`config.mk`:
```
export PLATFORM = sky130hd
export DESIGN_NAME = fetch_unit
export DESIGN_NICKNAME = d
export VERILOG_FILES = /design/src/rtl/rv32_pkg.sv /design/src/rtl/fetch_buf.sv /design/src/rtl/fetch_unit.sv
export SDC_FILE = /design/constraint.sdc
export NUM_CORES = 1
export LEC_CHECK = 0
export CAP_MARGIN = 10
export CORE_ASPECT_RATIO = 0.7
export CORE_MARGIN = 10
export CORE_UTILIZATION = 45
export DETAILED_ROUTE_END_ITERATION = 8
export PLACE_DENSITY = 0.69
export SKIP_CTS_REPAIR_TIMING = 1
export SYNTH_ARGS = -nofsm -noshare
export SYNTH_HDL_FRONTEND = slang
export SYNTH_HIERARCHICAL = 1
export SYNTH_SLANG_ARGS = --single-unit
```
`constraint.sdc`:
```
create_clock -name clk -period 6.7 [get_ports clk]
set_input_delay 1.34 -clock clk [delete_from_list [all_inputs] [get_ports clk]]
set_output_delay 1.34 -clock clk [all_outputs]
set_load 0.02 [all_outputs]
```
`src/rtl/rv32_pkg.sv`:
```
// rv32_pkg: shared RV32 constants and fetch-stage bundle types.
// Imported by fetch_unit and fetch_buf.
package rv32_pkg;

  localparam int XLEN = 32;
  localparam int FB_CNT_W = 3;

  localparam logic [XLEN-1:0] NOP_INSTR = 32'h0000_0013;
  localparam logic [XLEN-1:0] PC_ALIGN = 32'hFFFF_FFFC;

  typedef struct packed {
    logic [XLEN-1:0] instr;
    logic [XLEN-1:0] pc;
  } fetch_entry_t;

  function automatic logic [XLEN-1:0] pc_plus4(
    input logic [XLEN-1:0] pc
  );
    return pc + XLEN'(4);
  endfunction

endpackage

```
`src/rtl/fetch_buf.sv`:
```
// fetch_buf: small synchronous FIFO of fetch entries.
// Single-cycle flush; push and pop may coincide.
module fetch_buf
  import rv32_pkg::*;
#(
  parameter int DEPTH = 2
) (
  input  logic                clk,
  input  logic                rst_n,
  input  logic                flush,
  input  logic                push,
  input  fetch_entry_t        push_data,
  input  logic                pop,
  output fetch_entry_t        head,
  output logic                empty,
  output logic [FB_CNT_W-1:0] count
);

  localparam int AW = $clog2(DEPTH);
  localparam logic [AW-1:0] LAST = AW'(DEPTH - 1);

  fetch_entry_t        mem [DEPTH];
  logic [AW-1:0]       rd_ptr;
  logic [AW-1:0]       wr_ptr;
  logic [FB_CNT_W-1:0] cnt_q;
  logic [FB_CNT_W-1:0] cnt_d;
  logic                do_pop;

  function automatic logic [AW-1:0] bump(
    input logic [AW-1:0] p
  );
    return (p == LAST) ? '0 : p + AW'(1);
  endfunction

  assign empty  = (cnt_q == '0);
  assign do_pop = pop && !empty;
  assign head   = mem[rd_ptr];
  assign count  = cnt_q;

  // Entry storage; data needs no reset.
  always_ff @(posedge clk) begin
    if (push) begin
      mem[wr_ptr] <= push_data;
    end
  end

  // Occupancy change for this cycle.
  always_comb begin
    cnt_d = cnt_q;
    unique case (1'b1)
      (push && !do_pop): cnt_d = cnt_q + FB_CNT_W'(1);
      (do_pop && !push): cnt_d = cnt_q - FB_CNT_W'(1);
      default: ;
    endcase
  end

  // Pointers and count; flush empties in one cycle.
  always_ff @(posedge clk) begin
    if (!rst_n || flush) begin
      rd_ptr <= '0;
      wr_ptr <= '0;
      cnt_q  <= '0;
    end else begin
      if (push) begin
        wr_ptr <= bump(wr_ptr);
      end
      if (do_pop) begin
        rd_ptr <= bump(rd_ptr);
      end
      cnt_q <= cnt_d;
    end
  end

endmodule

```
`src/rtl/fetch_unit.sv`:
```
// fetch_unit: credit-based instruction fetch with redirect flush.
// Optional FETCH_MISALIGN_EN adds a sticky misalign_o flag.
module fetch_unit
  import rv32_pkg::*;
#(
  parameter logic [XLEN-1:0] RESET_PC  = 32'h0000_0000,
  parameter int              BUF_DEPTH = 2
) (
  input  logic            clk,
  input  logic            rst_n,
  input  logic            redirect_i,
  input  logic [XLEN-1:0] redirect_pc_i,
  input  logic            stall_i,
  output logic            imem_req_o,
  output logic [XLEN-1:0] imem_addr_o,
  input  logic            imem_gnt_i,
  input  logic            imem_rvalid_i,
  input  logic [XLEN-1:0] imem_rdata_i,
  output logic            valid_f_o,
  output logic [XLEN-1:0] instr_f_o,
  output logic [XLEN-1:0] pc_f_o,
  output logic [XLEN-1:0] pcplus4_f_o
`ifdef FETCH_MISALIGN_EN
  ,
  output logic            misalign_o
`endif
);

  localparam int SUM_W = FB_CNT_W + 1;
  localparam logic [SUM_W-1:0] DEPTH_C = SUM_W'(BUF_DEPTH);

  logic [XLEN-1:0]     fetch_pc_q;
  logic [XLEN-1:0]     fetch_pc_d;
  logic [XLEN-1:0]     redir_pc;
  logic [FB_CNT_W-1:0] outs_q;
  logic [FB_CNT_W-1:0] outs_d;
  logic [FB_CNT_W-1:0] disc_q;
  logic [FB_CNT_W-1:0] disc_d;
  logic [FB_CNT_W-1:0] live;
  logic [FB_CNT_W-1:0] buf_cnt;
  logic [SUM_W-1:0]    credit_used;
  logic                mis_q;
  logic                grant;
  logic                rsp_ok;
  logic                push;
  logic                pop;
  logic                buf_empty;
  fetch_entry_t        push_e;
  fetch_entry_t        head_e;

`ifdef FETCH_MISALIGN_EN
  assign redir_pc   = redirect_pc_i;
  assign misalign_o = mis_q;

  // Sticky flag: set by unaligned redirect, cleared by aligned one.
  always_ff @(posedge clk) begin
    if (!rst_n) begin
      mis_q <= 1'b0;
    end else if (redirect_i) begin
      mis_q <= |redirect_pc_i[1:0];
    end
  end
`else
  assign redir_pc = redirect_pc_i & PC_ALIGN;
  assign mis_q    = 1'b0;
`endif

  // Discarded-but-pending responses still hold a credit.
  assign credit_used = SUM_W'(outs_q) + SUM_W'(buf_cnt);

  assign imem_req_o  = rst_n && !redirect_i && !mis_q
                    && (credit_used < DEPTH_C);
  assign imem_addr_o = fetch_pc_q;
  assign grant       = imem_req_o && imem_gnt_i;

  // A stray rvalid with nothing pending is ignored.
  assign rsp_ok = imem_rvalid_i && (outs_q != '0);

  // Oldest live request sits 'live' words behind fetch_pc.
  assign live         = outs_q - disc_q;
  assign push_e.instr = imem_rdata_i;
  assign push_e.pc    = fetch_pc_q - XLEN'({live, 2'b00});

  assign push = rsp_ok && !redirect_i && (disc_q == '0);
  assign pop  = !buf_empty && !stall_i && !redirect_i;

  // Next fetch address and counters; redirect wins.
  always_comb begin
    fetch_pc_d = fetch_pc_q;
    outs_d     = outs_q;
    disc_d     = disc_q;
    unique case (1'b1)
      redirect_i: begin
        fetch_pc_d = redir_pc;
        outs_d     = outs_q - FB_CNT_W'(rsp_ok);
        disc_d     = outs_d;
      end
      default: begin
        if (grant) begin
          fetch_pc_d = fetch_pc_q + XLEN'(4);
        end
        outs_d = outs_q + FB_CNT_W'(grant)
               - FB_CNT_W'(rsp_ok);
        if (rsp_ok && (disc_q != '0)) begin
          disc_d = disc_q - FB_CNT_W'(1);
        end
      end
    endcase
  end

  // Fetch state register.
  always_ff @(posedge clk) begin
    if (!rst_n) begin
      fetch_pc_q <= RESET_PC;
      outs_q     <= '0;
      disc_q     <= '0;
    end else begin
      fetch_pc_q <= fetch_pc_d;
      outs_q     <= outs_d;
      disc_q     <= disc_d;
    end
  end

  fetch_buf #(
    .DEPTH (BUF_DEPTH)
  ) u_buf (
    .clk       (clk),
    .rst_n     (rst_n),
    .flush     (redirect_i),
    .push      (push),
    .push_data (push_e),
    .pop       (pop),
    .head      (head_e),
    .empty     (buf_empty),
    .count     (buf_cnt)
  );

  assign valid_f_o   = !buf_empty;
  assign instr_f_o   = buf_empty ? NOP_INSTR : head_e.instr;
  assign pc_f_o      = buf_empty ? '0 : head_e.pc;
  assign pcplus4_f_o = buf_empty ? '0 : pc_plus4(head_e.pc);

endmodule

```
==> results.json, run 1 <==
{
  "hold_viol": 0,
  "drcViolationCount": 0,
  "core-area_um2": 19900,
  "path_max_fanout": 32,
  "die_height_um": 139,
  "drt_first_pass_iters": 5,
  "synth_flop_cell": "edfxtp_1",
  "tightest_slew_ps": 1170,
  "ios": 200,
  "critPathArrivalTime_ps": 3870,
  "place_ws_ps": 1750,
  "setup_violations": 0,
  "rows": 43,
  "die-area_um2": 26500,
  "vias": 6928,
  "end_kind": "output port",
  "avgViaCountPerCell": 5.38,
  "die_x_um": 190,
  "status": "completed",
  "p_leak_uw": 0.00401,
  "mostFrequentLayoutCells": "clkdlybuf4s50_1, edfxtp_1, mux2_2, nor2_1, nor2b_1",
  "ys_async_sr_fraction": 0,
  "final_common_cell": "clkdlybuf4s50_1",
  "grt_overflow": 0,
  "clkSlewWorstSetupHoldPaths_ps": 70,
  "max_freq_mhz": 192,
  "worstHoldPathCells": 2,
  "ys.warnings.count": 6,
  "drive_above_1_share": 0.126,
  "hold_path.class": "flip-flop to flip-flop",
  "synth_edf_count": 128,
  "wl_mm": 24.4,
  "grt_usage": 0.177,
  "ys_seq_area_frac": 0.512,
  "maxSlewHeadroom": 0.214,
  "ys_types": 72,
  "htree_levels": 4,
  "drtIter0Drc": 710,
  "layout.nets": 1095,
  "tritoncts": "done",
  "timing.hold.ws_ps": 520,
  "cts_buffers": 17,
  "grt_pass1_wl_mm": 37.2,
  "finalCritPeriodShare": 0.777,
  "crit_type": "flip-flop to output port",
  "cts.sinks": 170,
  "grt_pass1_vias": 6412,
  "cts_root_buf": "clkbuf_16",
  "rsz0062_at_grt": "false",
  "postLayoutSetupSlackWorst_ps": 1490,
  "skew_ps": 13.9,
  "dp_hpwl_mm": 17.5,
  "rr_worst_depth": 13,
  "postRouteAntennaNets": 0,
  "avgSynthCellArea_um2": 11.0,
  "netlist_instances": 830,
  "slew_violations": 0,
  "start_util": 0.460,
  "io_buffers": 195,
  "cts_buffer_depth": 2,
  "grt_max_degree": 97,
  "setup_tns_ps": 0,
  "peakVddDrop_uv": 168,
  "synth_seq_cells": 170,
  "worstSkewPairLatency_ps": 440,
  "area_growth_pct": 29.8,
  "antenna_cells": 0,
  "avgRoutedWirePerCell_um": 18.9,
  "maxCapViolations": 0,
  "antenna_found_initial": 0,
  "p_per_area_nw_per_um2": 278,
  "crit_path_start_kind": "flip-flop",
  "cp_data_required_time_ps": 5360,
  "globalplace.congestion": 0.854,
  "period_minus_slack_ps": 5210,
  "syn-cell-area_um2": 9150
}
## worst max-delay path: stages, from the launching register on
cell	delay [ps]
dfxtp_2	850
mux2_2	390
nand4_1	270
nor3_1	720
nor3b_1	330
xnor2_1	100
nor2_1	130
clkdlybuf4s50_1	640
## path summary, 6_finish.rpt
| kind | startpoint | to | slack, ps |
|---|---|---|---|
| max | flip-flop | pcplus4_f_o[20] | 1490 |
| min | u_buf/rd_ptr$_SDFFE_PP0P_ | u_buf/rd_ptr$_SDFFE_PP0P_ | 520 |
| max reg2reg | outs_q[1]$_SDFF_PN0_ | outs_q[2]$_SDFF_PN0_ | 2280 |
| min reg2reg | u_buf/rd_ptr$_SDFFE_PP0P_ | u_buf/rd_ptr$_SDFFE_PP0P_ | 520 |
## stage by stage
step                      area, µm²  utilization  total power (µW)  instances
after floorplan                9170            -              2020        835
after global placement        11300        0.566              2310       1256
after detailed placement      11300        0.566              2330       1256
after CTS                     11900        0.597              3320       1288
after global routing          11900        0.597              3470       1288
final                         11900        0.597              3300       1288
## per-layer routing
| layer | up-vias | GRT usage | part of all wire |
|---|---|---|---|
| li1 | 3360 | - | - |
| met1 | 3283 | 0.266 | 0.50 |
| met2 | 269 | 0.238 | 0.40 |
| met3 | 16 | 0.0532 | 0.088 |
| met4 | 0 | 0.0471 | 0.0068 |
| met5 | - | 0 | 0 |
## Yosys cell counts, drive strengths merged (4+ instances only)
| master | n | area share |
|---|---|---|
| edfxtp | 128 | 0.42 |
| mux2 | 68 | 0.084 |
| nor2 | 67 | 0.027 |
| nor2b | 64 | 0.044 |
| nand2 | 47 | 0.019 |
| dfxtp | 42 | 0.092 |
| xor2 | 37 | 0.035 |
| clkbuf | 33 | 0.014 |
| inv | 32 | 0.013 |
| a21oi | 30 | 0.016 |
| nand3 | 27 | 0.015 |
| xnor2 | 23 | 0.022 |
| buf | 20 | 0.017 |
| nand4 | 20 | 0.014 |
| nor3 | 18 | 0.010 |
| nor4 | 18 | 0.015 |
| o21ai | 17 | 0.0093 |
| ha | 15 | 0.021 |
| and3 | 10 | 0.0068 |
| or3 | 9 | 0.0062 |
| a22oi | 8 | 0.0066 |
| nand2b | 8 | 0.0055 |
| or2 | 7 | 0.0048 |
| a31oi | 6 | 0.0041 |
| and4 | 5 | 0.0048 |
| fa | 5 | 0.011 |
| a311oi | 4 | 0.0038 |
| and2 | 4 | 0.0027 |
| nor3b | 4 | 0.0033 |
| o21a | 4 | 0.0033 |
| o31ai | 4 | 0.0038 |
## logic make-up (layout without fill, tap and decap cells)
kind of cell | count (synthesis) | after routing | synth area share
other | 1 | 6 | 0.000410
XOR/XNOR | 60 | 60 | 0.0574
buffers and inverters | 86 | 269 | 0.0438
AO/OA/AOI/OAI | 105 | 105 | 0.0803
AND/OR/NAND/NOR | 317 | 317 | 0.188
flip-flops | 170 | 170 | 0.512
multiplexers | 71 | 71 | 0.0870
adder cells (fa/ha/maj) | 20 | 20 | 0.0314
## where the power goes
part,total [µW],switching [µW],internal [µW]
registers,1380,68.2,1310
clock network,991,482,509
logic,932,536,396
total,3300,1090,2220
## area by class of cell
cell class | count | area, µm²
clock buffer | 17 | 425
clock inverter | 15 | 185
fill | 1666 | 8030
inverter | 33 | 124
multi-input combinational | 579 | 4100
sequential | 170 | 4690
tap | 270 | 338
timing repair buffer | 204 | 2020
## sequential cells by signal (all words and copies together), names as in the netlist, named ones only
name          flops
u_buf/mem       128
imem_addr_o      30
disc_q            3
outs_q            3
u_buf/count       3
u_buf/rd_ptr      1
u_buf/wr_ptr      1
Note: power is estimated with default switching activity, not from simulation.
==> inputs of run 2 (changes only) <==
PLACE_DENSITY = 0.72   (was 0.69)
clock period = 4.75 ns   (was 6.7 ns; I/O delays follow)
==> results.json, run 2 (synthesized netlist as in run 1, its figures left out) <==
{
  "status": "completed",
  "period_minus_slack_ps": 4470,
  "die-area_um2": 26500,
  "avgViaCountPerCell": 5.46,
  "vias": 7070,
  "avgRoutedWirePerCell_um": 19.1,
  "io_buffers": 195,
  "grt_overflow": 0,
  "cp_num_buf_inv": 2,
  "globalplace.congestion": 0.871,
  "die_height_um": 139,
  "maxCapViolations": 0,
  "grt_pass1_vias": 6680,
  "critPathArrivalTime_ps": 3520,
  "multi_input_area_um2": 4100,
  "mostFrequentLayoutCells": "clkdlybuf4s50_1, edfxtp_1, mux2_2, nor2_1, nor2b_1",
  "final_common_cell": "clkdlybuf4s50_1",
  "worstSkewPairLatency_ps": 440,
  "total_power_uw": 4740,
  "max_freq_mhz": 224,
  "hold_path.class": "flip-flop to flip-flop",
  "hold_viol": 0,
  "grt.met3_usage": 0.0524,
  "dp_hpwl_mm": 18.1,
  "largest_reg_flops": 128,
  "setup_violations": 0,
  "path_max_fanout": 23,
  "slew_violations": 0,
  "tightest_slew_ps": 1280,
  "p_leak_uw": 0.00406,
  "slowest_delay_ps": 680,
  "critPathSlowestCell": "dfxtp_2",
  "tritoncts": "done",
  "drive_above_1_share": 0.132,
  "rsz0062_at_grt": "false",
  "ios": 200,
  "area_growth_pct": 30.8,
  "met1_usage": 0.268,
  "postRouteAntennaNets": 0,
  "start_util": 0.460,
  "layout.nets": 1101,
  "antenna_cells": 0,
  "die_x_um": 190,
  "crit_type": "flip-flop to output port",
  "grt_max_degree": 65,
  "skew_ps": 13.6,
  "drt_first_pass_iters": 5,
  "num-fill-cells": 1641,
  "cts_buffers": 17,
  "grt_pass1_wl_mm": 38.2,
  "regMostFlops": "u_buf/mem",
  "end_kind": "output port",
  "peakVddDrop_uv": 249,
  "maxSlewHeadroom": 0.139,
  "rows": 43,
  "core-area_um2": 19900,
  "seqCellArea_um2": 4690,
  "crit_path_start_kind": "flip-flop",
  "cts.sinks": 170,
  "grtUsageMet2": 0.253,
  "top_usage_layer": "met1",
  "setup_tns_ps": 0,
  "p_per_area_nw_per_um2": 396,
  "grt_usage": 0.182,
  "drcViolationCount": 0,
  "finalCritPeriodShare": 0.942,
  "cp_data_required_time_ps": 3800,
  "wl_mm": 24.7,
  "path_delay_family": "simple AND/OR/NAND/NOR gates",
  "antenna_found_initial": 0,
  "drtIter0Drc": 521,
  "cts_buffer_depth": 2,
  "htree_levels": 4,
  "clkSlewWorstSetupHoldPaths_ps": 80,
  "cts_root_buf": "clkbuf_16",
  "cp_cell_sequence": "buf_4 -> mux2_2 -> nand4_1 -> nor2_1 -> nand4_1 -> xor2_1 -> nor2_1 -> clkdlybuf4s50_1"
}
[run 2: final timing paths]
kind	start	endpoint	slack [ps]	cells past startpoint
setup reg to reg	outs_q[1]$_SDFF_PN0_	outs_q[2]$_SDFF_PN0_	960	13
hold / removal	u_buf/rd_ptr$_SDFFE_PP0P_	flip-flop	540	2
hold reg to reg	u_buf/rd_ptr$_SDFFE_PP0P_	flip-flop	540	2
setup / recovery	flip-flop	pcplus4_f_o[29]	280	8
[run 2: routing by layer]
| layer | up-vias | share of wire |
|---|---|---|
| li1 | 3369 | - |
| met1 | 3392 | 0.48 |
| met2 | 292 | 0.42 |
| met3 | 17 | 0.093 |
| met4 | 0 | 0.0081 |
| met5 | - | 0 |
[run 2: cell type report]
class,instances,share of cell area
Clock inverter,15,0.0190
Sequential cell,170,0.391
Tap cell,270,0.0282
Clock buffer,17,0.0355
Multi-Input combinational cell,579,0.343
Timing Repair Buffer,210,0.172
Inverter,33,0.0103
[run 2: worst reg2reg max path, cell delays in order, from the launching register on]
cell       delay (ps)
dfxtp_1           490
inv_1             170
fa_1              500
or3b_4            440
a2111oi_4         340
inv_2             240
ha_1              340
inv_1              40
ha_1              180
fa_1              370
xor2_1            140
o21ai_0           210
xnor2_1           140
nor2_1             50
[run 2: stage by stage]
stage	instance area (µm²)	utilization	hold WS [ps]	instances	setup WS [ps]
floorplan	9170	-	472	835	876
global placement	11300	0.568	487	1262	595
detailed placement	11300	0.568	519	1262	581
CTS	12000	0.601	549	1294	134
global route	12000	0.601	592	1294	58.1
finish	12000	0.601	541	1294	278
[run 2: power by group]
| group | leakage (µW) | switching (µW) | internal (µW) |
|---|---|---|---|
| registers | 0.00151 | 99.0 | 1850 |
| clock network | 0.000311 | 719 | 741 |
| logic | 0.00224 | 766 | 567 |
| total | 0.00406 | 1580 | 3150 |
==> inputs of run 3 (changes only) <==
MAX_ROUTING_LAYER = met4   (was not set)
RECOVER_POWER = 100   (was not set)
==> results.json, run 3 (synthesized netlist as in run 1, its figures left out) <==
{
  "maxSlewHeadroom": -0.233,
  "num-fill-cells": 1661,
  "largest_reg_flops": 128,
  "critPathArrivalTime_ps": 3600,
  "grt_overflow": 0,
  "cts.sinks": 170,
  "max_freq_mhz": 220,
  "crit_type": "flip-flop to output port",
  "start_util": 0.460,
  "ios": 200,
  "grt_pass1_vias": 6694,
  "r2r_start": "outs_q[1]$_SDFF_PN0_",
  "crit_path_start_kind": "flip-flop",
  "status": "finished with violations",
  "rsz0062_at_grt": "false",
  "drt_first_pass_iters": 5,
  "rows": 43,
  "violations": "max-capacitance violations, max-slew violations",
  "wl_met3_mm": 2.17,
  "maxCapViolations": 3,
  "clkSlewWorstSetupHoldPaths_ps": 80,
  "setup_violations": 0,
  "hold_viol": 0,
  "grt_max_degree": 65,
  "core-area_um2": 19900,
  "drive_above_1_share": 0.120,
  "mostFrequentLayoutCells": "dlygate4sd3_1, edfxtp_1, nor2_1, mux2_2, nor2b_1",
  "path_max_fanout": 23,
  "period_minus_slack_ps": 4550,
  "drtIter0Drc": 594,
  "end_kind": "output port",
  "finalCritPeriodShare": 0.958,
  "die-area_um2": 26500,
  "die_height_um": 139,
  "io_buffers": 195,
  "cts_buffers": 17,
  "final_util": 0.598,
  "wl_mm": 24.6,
  "peakVddDrop_uv": 247,
  "grt_usage": 0.187,
  "grt_pass1_wl_mm": 38.1,
  "postRouteAntennaNets": 0,
  "layout.nets": 1102,
  "setup_tns_ps": 0,
  "cts_buffer_depth": 2,
  "hold_path.class": "flip-flop to flip-flop",
  "antenna_found_initial": 0,
  "final_common_cell": "dlygate4sd3_1",
  "worstSkewPairLatency_ps": 440,
  "tightest_slew_ps": 1850,
  "skew_ps": 14.2,
  "dp_hpwl_mm": 18.1,
  "area_growth_pct": 30.0,
  "regMostFlops": "u_buf/mem",
  "htree_levels": 4,
  "drcViolationCount": 0,
  "die_x_um": 190,
  "vias": 7077,
  "cp_data_required_time_ps": 3800,
  "top_layer_used": "met4",
  "wl_met2_mm": 10.3,
  "avgRoutedWirePerCell_um": 19.0,
  "avgViaCountPerCell": 5.46,
  "p_per_area_nw_per_um2": 394,
  "globalplace.congestion": 0.885,
  "p_leak_uw": 0.00440,
  "slew_violations": 107,
  "timing.hold.ws_ps": 540,
  "cts_root_buf": "clkbuf_16",
  "tritoncts": "done",
  "place_ws_ps": 581,
  "min_from": "u_buf/rd_ptr$_SDFFE_PP0P_",
  "met1Wirelength_mm": 12.0,
  "regToRegSetupSlack_ps": 480,
  "postLayoutSetupSlackWorst_ps": 201
}
run 3: cell count changes in the layout (fill, tap and decap cells not counted), moves of 2 or more:
cell	before	now
a2111oi_0	0	2
buf_4	15	7
clkbuf_1	0	4
clkbuf_2	0	5
clkdlybuf4s50_1	195	44
dlygate4sd3_1	0	151
mux2_1	1	3
mux2_2	67	65
nor4_1	15	17
run 3: path summary, 6_finish.rpt:
check,endpoint,cells past startpoint
worst max-delay path,pcplus4_f_o[20],7
worst min-delay path,flip-flop,2
worst max register to register,outs_q[2]$_SDFF_PN0_,13
worst min register to register,flip-flop,2
run 3: layout make-up:
class | instances | area (µm²) | area share
Clock inverter | 15 | 228 | 0.0191
Clock buffer | 17 | 425 | 0.0358
Timing Repair Buffer | 211 | 2040 | 0.172
Sequential cell | 170 | 4690 | 0.394
Multi-Input combinational cell | 579 | 4050 | 0.340
Tap cell | 270 | 338 | 0.0284
Antenna cell | 1 | 2.50 | 0.000210
Inverter | 33 | 124 | 0.0104
run 3: worst max-delay path, cell delays in order (launching register included):
cell,delay [ps]
dfxtp_2,690
mux2_1,410
nand4_1,330
nor3_2,520
nor3b_1,300
xnor2_1,90
nor2_1,70
dlygate4sd3_1,730
run 3: metal layers:
| layer | global-route usage | vias to the layer above |
|---|---|---|
| li1 | - | 3378 |
| met1 | 0.274 | 3398 |
| met2 | 0.254 | 288 |
| met3 | 0.0419 | 13 |
| met4 | 0.0413 | 0 |
| met5 | - | - |
run 3: stage by stage:
| stage | cell area, µm² | total power [µW] | cells |
|---|---|---|---|
| after floorplan | 9170 | 2840 | 835 |
| after global placement | 11300 | 3260 | 1262 |
| after detailed placement | 11300 | 3310 | 1262 |
| after CTS | 12000 | 4770 | 1294 |
| after global routing | 11900 | 4950 | 1295 |
| final | 11900 | 4690 | 1296 |
run 3: where the power goes:
group	switching (µW)	leakage, µW	internal (µW)
clock	718	0.000311	740
combinational	754	0.00258	530
sequential	97.7	0.00151	1850
